$ cat src/rtl/control_hazard_ctrl_pkg.sv
`default_nettype none
// ============================================================================
//  Module   : control_hazard_ctrl_pkg
//  Brief    : Shared types and constants for the control-hazard sequencer.
//  Revision : 1.0 - initial release
// ============================================================================
package control_hazard_ctrl_pkg;

    // Sequencer states: normal operation, or holding a redirect for fetch.
    typedef enum logic [0:0] {
        S_RUN        = 1'b0,
        S_REDIR_WAIT = 1'b1
    } state_t;

    // Conditional-branch funct3 encodings (BEQ..BGEU).
    localparam logic [2:0] F3_BEQ  = 3'b000;
    localparam logic [2:0] F3_BNE  = 3'b001;
    localparam logic [2:0] F3_BLT  = 3'b100;
    localparam logic [2:0] F3_BGE  = 3'b101;
    localparam logic [2:0] F3_BLTU = 3'b110;
    localparam logic [2:0] F3_BGEU = 3'b111;

    // A fetch target is legal only on a 4-byte boundary (no compressed ISA).
    function automatic logic is_word_aligned(input logic [1:0] lsb);
        return (lsb == 2'b00);
    endfunction

endpackage
`default_nettype wire

$ cat src/rtl/control_hazard_ctrl_load_use_detect.sv
`default_nettype none
// ============================================================================
//  Module   : load_use_detect
//  Brief    : Combinational load-use hazard detector (EX load vs ID sources).
//  Revision : 1.0 - initial release
// ============================================================================
module load_use_detect (
    input  logic       ex_valid,
    input  logic       ex_mem_read,
    input  logic [4:0] ex_rd,
    input  logic [4:0] id_rs1,
    input  logic [4:0] id_rs2,
    input  logic       id_use_rs1,
    input  logic       id_use_rs2,
    output logic       hazard
);

    logic w_rd_live;
    logic w_hit_rs1;
    logic w_hit_rs2;

    // x0 is never written, so a load targeting it cannot create a dependency.
    assign w_rd_live = ex_valid & ex_mem_read & (ex_rd != 5'd0);
    assign w_hit_rs1 = id_use_rs1 & (id_rs1 == ex_rd);
    assign w_hit_rs2 = id_use_rs2 & (id_rs2 == ex_rd);
    assign hazard    = w_rd_live & (w_hit_rs1 | w_hit_rs2);

endmodule
`default_nettype wire

$ cat src/rtl/control_hazard_ctrl.sv
`default_nettype none
// ============================================================================
//  Module   : control_hazard_ctrl
//  Brief    : Control-hazard sequencer: fetch redirect, flush/stall control,
//             load-use bubbles and saturating branch statistics.
//  Revision : 1.0 - initial release
// ============================================================================
module control_hazard_ctrl
    import control_hazard_ctrl_pkg::*;
#(
    parameter int XLEN  = 32,
    parameter int CNT_W = 16
) (
    input  logic             clk,
    input  logic             reset,
    input  logic             ex_valid,
    input  logic             ex_branch,
    input  logic             ex_taken,
    input  logic             ex_jump,
    input  logic [XLEN-1:0]  ex_target,
    input  logic             ex_mem_read,
    input  logic [4:0]       ex_rd,
    input  logic [4:0]       id_rs1,
    input  logic [4:0]       id_rs2,
    input  logic             id_use_rs1,
    input  logic             id_use_rs2,
    input  logic             imem_ready,
    output logic             pc_redirect,
    output logic [XLEN-1:0]  redirect_pc,
    output logic             pc_stall,
    output logic             if_id_stall,
    output logic             if_id_flush,
    output logic             id_ex_flush,
    output logic             misalign_exc,
    output logic [CNT_W-1:0] branch_cnt,
    output logic [CNT_W-1:0] taken_cnt
);

    localparam logic [CNT_W-1:0] c_cnt_max = {CNT_W{1'b1}};
    localparam logic [CNT_W-1:0] c_cnt_one = {{(CNT_W-1){1'b0}}, 1'b1};

    state_t            r_state;
    state_t            w_state_nxt;
    logic [XLEN-1:0]   r_target;
    logic              w_load_target;
    logic              w_redir_req;
    logic              w_aligned;
    logic              w_load_use;
    logic              w_br_evt;
    logic              w_tk_evt;

    assign w_redir_req = ex_valid & ((ex_branch & ex_taken) | ex_jump);
    assign w_aligned   = is_word_aligned(ex_target[1:0]);

    // Branch events only count while EX holds real instructions (RUN).
    assign w_br_evt = (r_state == S_RUN) & ex_valid & ex_branch;
    assign w_tk_evt = w_br_evt & ex_taken;

    load_use_detect u_load_use_detect (
        .ex_valid    (ex_valid),
        .ex_mem_read (ex_mem_read),
        .ex_rd       (ex_rd),
        .id_rs1      (id_rs1),
        .id_rs2      (id_rs2),
        .id_use_rs1  (id_use_rs1),
        .id_use_rs2  (id_use_rs2),
        .hazard      (w_load_use)
    );

    // State register and held redirect target; reset drops any pending target.
    always_ff @(posedge clk or posedge reset) begin
        if (reset) begin
            r_state  <= S_RUN;
            r_target <= '0;
        end else begin
            r_state <= w_state_nxt;
            if (w_load_target) begin
                r_target <= ex_target;
            end
        end
    end

    // Next state and pipeline control; flushes and stalls are mutually exclusive.
    always_comb begin
        w_state_nxt   = r_state;
        w_load_target = 1'b0;
        pc_redirect   = 1'b0;
        redirect_pc   = r_target;
        pc_stall      = 1'b0;
        if_id_stall   = 1'b0;
        if_id_flush   = 1'b0;
        id_ex_flush   = 1'b0;
        misalign_exc  = 1'b0;
        if (reset) begin
            redirect_pc = '0;
        end else if (r_state == S_REDIR_WAIT) begin
            // Keep squashing whatever fetch produces until the redirect lands.
            pc_redirect = imem_ready;
            if_id_flush = 1'b1;
            id_ex_flush = 1'b1;
            if (imem_ready) begin
                w_state_nxt = S_RUN;
            end
        end else if (w_redir_req) begin
            if_id_flush = 1'b1;
            id_ex_flush = 1'b1;
            if (!w_aligned) begin
                misalign_exc = 1'b1;
            end else if (imem_ready) begin
                pc_redirect = 1'b1;
                redirect_pc = ex_target;
            end else begin
                w_load_target = 1'b1;
                w_state_nxt   = S_REDIR_WAIT;
            end
        end else if (w_load_use) begin
            pc_stall    = 1'b1;
            if_id_stall = 1'b1;
            id_ex_flush = 1'b1;
        end
    end

    // Saturating statistics counters: stick at all-ones instead of wrapping.
    always_ff @(posedge clk or posedge reset) begin
        if (reset) begin
            branch_cnt <= '0;
            taken_cnt  <= '0;
        end else begin
            if (w_br_evt && (branch_cnt != c_cnt_max)) begin
                branch_cnt <= branch_cnt + c_cnt_one;
            end
            if (w_tk_evt && (taken_cnt != c_cnt_max)) begin
                taken_cnt <= taken_cnt + c_cnt_one;
            end
        end
    end

endmodule
`default_nettype wire

$ cat config.mk
export PLATFORM = sky130hd
export DESIGN_NAME = control_hazard_ctrl
export DESIGN_NICKNAME = d
export VERILOG_FILES = /design/src/rtl/control_hazard_ctrl_pkg.sv /design/src/rtl/control_hazard_ctrl_load_use_detect.sv /design/src/rtl/control_hazard_ctrl.sv
export SDC_FILE = /design/constraint.sdc
export NUM_CORES = 1
export LEC_CHECK = 0
export ABC_AREA = 1
export BUFFER_PORTS_ARGS = -buffer_cell sky130_fd_sc_hd__buf_2
export CAP_MARGIN = 30
export CORE_UTILIZATION = 47
export DETAILED_ROUTE_END_ITERATION = 10
export GPL_TIMING_DRIVEN = 0
export PLACE_DENSITY = 0.77
export SYNTH_ARGS = -nofsm -noshare
export SYNTH_HDL_FRONTEND = slang
export SYNTH_HIERARCHICAL = 1
export SYNTH_SLANG_ARGS = --single-unit
$ cat constraint.sdc
create_clock -name clk -period 4.95 [get_ports clk]
set_input_delay 1.2375 -clock clk [delete_from_list [all_inputs] [get_ports clk]]
set_output_delay 1.2375 -clock clk [all_outputs]
set_load 0.05 [all_outputs]
==> flow_summary_export.csv, run 1 <==
group,metric,value,unit
status,run_status,"complete, no violations",
timing,grt_setup_unrepaired,"false",
grt,global_route.overflow_total,0,
logic_synthesis,post_synth_and_or_nand_nor_area_fraction,40.4,%
floorplan,fp-row-count,34,
cells_and_area,layout.cells.non_filler,877,
logic_synthesis,synth.area.top_cells,"dfrtp_1 39%, nand2_1 20%, nor2_1 8.7%, inv_1 6.1%, o21ai_1 3.5%",
setup_path,critical_path.endpoint,"redirect_pc[27]",
cts,worst_skew_pair.late_latency,0.35,ns
floorplan,dieArea,9310,um^2
floorplan,core,8680,um^2
detailed_routing,top_signal_layer_used,"met4",
setup_path,critical_path.max_fanout,42,
floorplan,floorplan.io_pins,127,
cts,cts_repair_resize_count,0,
logic_synthesis,synth_enable_flop_cells,0,
grt,grt_start_max_net_pins,43,
grt,grt_util_all_layers,23.5,%
power_and_ir_drop,power,1.86,mW
timing,final-max-slew-violation-count,0,
timing,final.setup.tns,0,ns
floorplan,die_width,96.5,um
setup_path,worst_r2r_startpoint,"taken_cnt[0]",
logic_synthesis,syn-instance-count,626,
logic_synthesis,postSynthAreaPerCell,6.71,um^2
detailed_routing,vias,4262,
setup_path,worst_setup_path_start_kind,"input pin",
timing,worst_hold_slack,0.495,ns
detailed_routing,route.met2.wl,5060,um
logic_synthesis,synth_xor_xnor_area_share,2.92,%
logic_synthesis,ys.flop_type,"dfrtp_1",
power_and_ir_drop,sw_frac_of_total,44.5,%
cts,postCtsSetupRepairBufs,0,
setup_path,timing.setup.critical_path_class,"input pin to primary output",
cts,clock-sinks,65,
detailed_routing,totalWireLength,10300,um
power_and_ir_drop,total_leakage_power,2.94,nW
logic_synthesis,synth_top_family_by_area,"simple AND/OR/NAND/NOR gates",
setup_path,setup.worst_path.start,"reset",
power_and_ir_drop,powerDensity,361,nW/um^2
grt,wire_length_of_the_first_global_routing_pass,17100,um
cells_and_area,numnets_final,823,
timing,skew,0.00921,ns
logic_synthesis,synth_fp_nets,685,
grt,vias_in_the_first_global_route,3970,
logic_synthesis,yosys.cell_types.count,29,
floorplan,fp.dieH,96.5,um
power_and_ir_drop,power_frac_comb,39.4,%
setup_path,arrival,2.68,ns
detailed_routing,ant_nets,0,
timing,min_period_over_period,79.1,%
timing,final.min_clock_period,3.92,ns
cts,htreeDepth,3,
grt,grt_antenna_before_repair,0,
setup_path,worst-endpoint-required,3.71,ns
detailed_routing,route.detailed.wl_per_inst,11.8,um
logic_synthesis,area_share_of_fa_ha_maj_cells_after_synthesis,0.596,%
cts,cts_hold_buffers,0,
cells_and_area,antenna_cells_inserted,0,
logic_synthesis,synth_seq_cells,65,
detailed_routing,route.met3.wl,523,um
cts,clk_pin_slew_worst_paths,0.07,ns
detailed_routing,drt-vias-per-instance,4.86,
power_and_ir_drop,vdd_drop_max,0.193,mV
placement,place.detailed.instances,861,
detailed_routing,detail_route.wirelength.met1,4540,um
logic_synthesis,synth_largest_type_area_fraction,38.7,%
timing,timing_hold_violations_final,0,
detailed_routing,drt_drc_violations_left,0,
logic_synthesis,synth_async_sr_flop_share,100,%
logic_synthesis,synth.cell_area,4200,um^2
cts,cts_root_buffer,"clkbuf_8",
timing,achievable_frequency,0.255,GHz
placement,place.detailed.hpwl,7720,um
flow_run,drv.max_cap_violation_count,0,
setup_path,worst-r2r-cell-count,9,
logic_synthesis,synth_warnings,6,
floorplan,start_util,48.4,%
cells_and_area,areaGrowthSynthToFinish,22.9,%
timing,slew_headroom,66.9,%
cells_and_area,final_layout_size_suffix_gt1_share,26.5,%
logic_synthesis,yosys.area.top_type,"dfrtp_1",
setup_path,worstReg2RegEnd,"taken_cnt[3]",
setup_path,timing.reg2reg.setup_slack,3.30,ns
power_and_ir_drop,relative_contribution_of_sequential_cells_to_total_power,38.6,%
timing,tightestPinTransition,0.496,ns
placement,io_buffer_count,126,
logic_synthesis,synthesized_area_fraction_occupied_by_ao_oa_aoi_and_oai_cells,6.62,%
setup_path,end_kind,"primary output",
logic_synthesis,ys_seq_area_share,38.7,%
detailed_routing,pre_antenna_drt_iters,5,
worst_hold_path,min_delay_path_class,"register to register",
logic_synthesis,yosys-mux-area-fraction,0,%
cts,clock_tree_from_tritoncts,"built",
power_and_ir_drop,p_int,1.03,mW
power_and_ir_drop,power_share_of_the_clock_group,22.0,%
placement,place.gp.congestion,0.901,
timing,timing.final.setup_violations,0,
cts,cts_made_buffers,9,
power_and_ir_drop,p_sw,828,uW
detailed_routing,drtIter0Drc,126,
cts,ctsLongestPathBuffers,2,
-- area by class of cell --
type                    instances  area [um^2]
plain buffers                  20          160
clock buffers                  11          141
clock inverters                 5         31.3
fillers                       799         3520
inverters                      78          294
multi-input cells             463         2120
flip-flops and latches         65         1630
well taps                     108          135
repair buffers                127          651
-- state kept, by name, indices dropped and copies added (netlist names) --
signal	flops
branch_cnt	16
r_target	32
r_state	1
taken_cnt	16
-- placed cells by master, fill, tap and decap left out, types with 2 or more instances in the layout --
cell,count
a21oi_1,3
clkbuf_8,10
o21ai_2,7
nor4_1,2
dfrtp_1,65
buf_4,4
buf_2,131
o21ai_1,29
buf_6,8
nor2_1,97
nor2_4,3
clkinv_2,4
nand2_2,13
nor3_1,3
nand2_1,228
nor2_2,4
inv_2,9
inv_1,68
clkbuf_1,3
nand3_1,28
xor2_1,8
ha_1,2
xnor2_1,6
nand2_4,4
o21ai_0,10
nand4_1,12
-- routing by layer --
metal / track usage [%] / up-vias
met5: 0 / -
met3: 4.30 / 21
met4: 10.3 / 0
met2: 39.6 / 123
li1: - / 2187
met1: 29.2 / 1931
-- power groups by stage --
stage	Sequential (mW)	Combinational (mW)	Clock (mW)
after floorplan	0.858	0.423	0
after global placement	0.722	0.715	0
after detailed placement	0.727	0.734	0
after CTS	0.718	0.737	0.416
after global routing	0.736	0.804	0.437
final	0.718	0.734	0.409
-- worst min path at each step --
stage                              end  cells past startpoint         start  slack (ns)
final                     r_target[30]                      2  r_target[30]        0.50
after floorplan           r_target[30]                      2  r_target[30]        0.45
after detailed placement  r_target[30]                      2  r_target[30]        0.48
after CTS                  r_target[0]                      2   r_target[0]        0.50
after global placement    r_target[30]                      2  r_target[30]        0.47
after global routing       r_target[1]                      2   r_target[1]        0.53
-- logic make-up (layout without fill, tap and decap cells) --
logic type | Yosys count | after routing
flops | 65 | 65
fa+ha+maj | 2 | 2
xor+xnor | 14 | 14
simple gates | 397 | 397
buf+inv | 98 | 241
compound gates | 50 | 50
-- cell usage after synthesis (4+ instances only) --
| master | instances |
|---|---|
| nand2_1 | 228 |
| nor2_1 | 97 |
| inv_1 | 68 |
| dfrtp_1 | 65 |
| o21ai_1 | 29 |
| nand3_1 | 28 |
| nand2_2 | 13 |
| nand4_1 | 12 |
| o21ai_0 | 10 |
| inv_2 | 9 |
| buf_6 | 8 |
| xor2_1 | 8 |
| o21ai_2 | 7 |
| xnor2_1 | 6 |
| buf_2 | 5 |
| buf_4 | 4 |
| nand2_4 | 4 |
| nor2_2 | 4 |
-- per-stage QoR --
step | utilization, % | instance area [um^2] | setup slack, ns
after global routing | 59.5 | 5160 | 0.836
after global placement | 57.2 | 4960 | 0.246
after CTS | 59.5 | 5160 | 0.977
final | 59.5 | 5160 | 1.03
after detailed placement | 57.5 | 4990 | 0.981
after floorplan | - | 4200 | 0.0195
-- worst max-delay path, cell delays in order --
cell and delay (ns):
buf_2 0.14, inv_2 0.11, clkbuf_4 0.42, buf_12 0.30
nand2_1 0.09, nor2_1 0.09, buf_2 0.27
Power figures use the tool's default switching activity.
==> inputs of run 2 (changes only) <==
clock period = 3.3 ns   (was 4.95 ns; I/O delays follow)
==> flow_summary_export.csv, run 2 (synthesis gave the netlist of run 1 again) <==
group,metric,value,unit
worst_hold_path,worst_hold_stages,2,
cells_and_area,postLayoutCoreUtil,60.1,%
timing,final.min_clock_period,3.08,ns
grt,grt_antenna_before_repair,0,
grt,global_route.overflow_total,0,
grt,grt_start_max_net_pins,75,
setup_path,worstReg2RegEnd,"taken_cnt[8]",
timing,achievable_frequency,0.324,GHz
worst_hold_path,min-delay-start,"r_target[0]",
power_and_ir_drop,power,2.94,mW
cts,cts_root_buffer,"clkbuf_8",
cts,clock-sinks,65,
detailed_routing,drt_drc_violations_left,0,
cells_and_area,areaGrowthSynthToFinish,24.2,%
placement,place.gp.congestion,0.919,
setup_path,end_kind,"primary output",
detailed_routing,totalWireLength,10300,um
grt,wire_length_of_the_first_global_routing_pass,17100,um
grt,vias_in_the_first_global_route,3966,
detailed_routing,drt-vias-per-instance,4.91,
cts,ctsLongestPathBuffers,2,
timing,min_period_over_period,93.5,%
floorplan,dieArea,9310,um^2
setup_path,worst_r2r_startpoint,"taken_cnt[0]",
floorplan,fp-row-count,34,
worst_hold_path,min_delay_path_class,"register to register",
worst_hold_path,timing.hold.worst_endpoint,"r_target[0]",
cells_and_area,most_frequent_cells_in_the_layout,"228 x nand2_1, 131 x buf_2, 97 x nor2_1, 68 x inv_1, 65 x dfrtp_1",
placement,place.detailed.hpwl,7780,um
power_and_ir_drop,sw_frac_of_total,42.0,%
cts,clk_pin_slew_worst_paths,0.07,ns
setup_path,critical_path.max_fanout,10,
timing,worst_hold_slack,0.495,ns
cts,worst_skew_pair.late_latency,0.34,ns
status,run_status,"complete, no violations",
setup_path,worst-r2r-cell-count,9,
cells_and_area,antenna_cells_inserted,0,
timing,timing_hold_violations_final,0,
detailed_routing,pre_antenna_drt_iters,4,
detailed_routing,route.detailed.wl_per_inst,11.8,um
timing,final-max-slew-violation-count,0,
floorplan,fp.dieH,96.5,um
floorplan,die_width,96.5,um
floorplan,core,8680,um^2
timing,tightestPinTransition,0.570,ns
power_and_ir_drop,power_share_of_the_clock_group,26.1,%
setup_path,arrival,2.26,ns
cells_and_area,numnets_final,822,
timing,slew_headroom,62.0,%
cts,htreeDepth,3,
cts,cts_hold_buffers,0,
cells_and_area,final_layout_size_suffix_gt1_share,26.7,%
cts,postCtsSetupRepairBufs,0,
setup_path,worst_setup_path_start_kind,"input pin",
power_and_ir_drop,p_int,1.70,mW
power_and_ir_drop,p_sw,1.24,mW
power_and_ir_drop,powerDensity,564,nW/um^2
power_and_ir_drop,total_leakage_power,2.96,nW
setup_path,timing.reg2reg.setup_slack,1.62,ns
floorplan,floorplan.io_pins,127,
floorplan,start_util,48.4,%
timing,timing.final.setup_violations,0,
power_and_ir_drop,vdd_drop_max,0.295,mV
cells_and_area,largest_register_ff_count,32,
cts,clock_tree_from_tritoncts,"built",
placement,io_buffer_count,126,
setup_path,timing.setup.critical_path_class,"input pin to primary output",
cells_and_area,commonest_non_fill_non_tap_cell_in_the_layout,"nand2_1",
detailed_routing,ant_nets,0,
cells_and_area,largestRegisters,"r_target: 32 flops, branch_cnt: 16 flops, taken_cnt: 16 flops",
timing,grt_setup_unrepaired,"false",
flow_run,drv.max_cap_violation_count,0,
grt,grt_util_all_layers,23.5,%
detailed_routing,drtIter0Drc,121,
power_and_ir_drop,power_frac_comb,37.3,%
cts,cts_made_buffers,9,
timing,skew,0.00670,ns
setup_path,worst-endpoint-required,2.47,ns
cts,cts_repair_resize_count,1,
power_and_ir_drop,relative_contribution_of_sequential_cells_to_total_power,36.6,%
detailed_routing,vias,4298,
cells_and_area,register_with_the_most_flip_flops,"r_target",
## run 2: worst max path at each step
stage                 startpoint              end
floorplan              ex_branch   redirect_pc[0]
global placement           reset  redirect_pc[29]
detailed placement         reset  redirect_pc[29]
CTS                 ex_target[0]   redirect_pc[5]
global route        ex_target[0]   redirect_pc[5]
finish              ex_target[0]  redirect_pc[29]
## run 2: area by class of cell
cell class / instances / area, um^2
repair buffers: 126 / 631
well taps: 108 / 135
clock buffers: 11 / 141
inverters: 78 / 294
fillers: 828 / 3460
multi-input cells: 463 / 2140
clock inverters: 5 / 78.8
flip-flops and latches: 65 / 1630
plain buffers: 20 / 166
## run 2: critical path, stage by stage
cell     delay [ns]
buf_2          0.10
nor2_1         0.21
nand2_1        0.10
nor2_2         0.16
nand2_2        0.15
buf_6          0.18
nand2_1        0.06
nand2_1        0.05
nor2_1         0.14
buf_2          0.28
## run 2: per-layer routing
metal | share of wire [%] | track usage [%]
met1 | 44 | 28.2
met2 | 49 | 42.3
met3 | 4.5 | 3.52
met4 | 2.0 | 9.07
met5 | 0 | 0
## run 2: per-stage QoR
step | instances | setup WS, ns | setup TNS (ns) | instance area, um^2
CTS | 876 | 0.199 | 0 | 5220
global route | 876 | 0.103 | 0 | 5220
floorplan | 626 | -0.0184 | -0.0367 | 4220
detailed placement | 860 | -0.0638 | -0.179 | 4990
global placement | 860 | -0.0214 | -0.0367 | 4990
finish | 876 | 0.216 | 0 | 5220
## run 2: power by group through the flow
stage	logic (mW)	clock network [mW]	registers, mW
2_1_floorplan	0.636	0	1.29
3_3_place_gp	1.07	0	1.08
3_5_place_dp	1.10	0	1.09
4_1_cts	1.10	0.776	1.08
5_1_grt	1.21	0.813	1.10
6_report	1.10	0.767	1.08
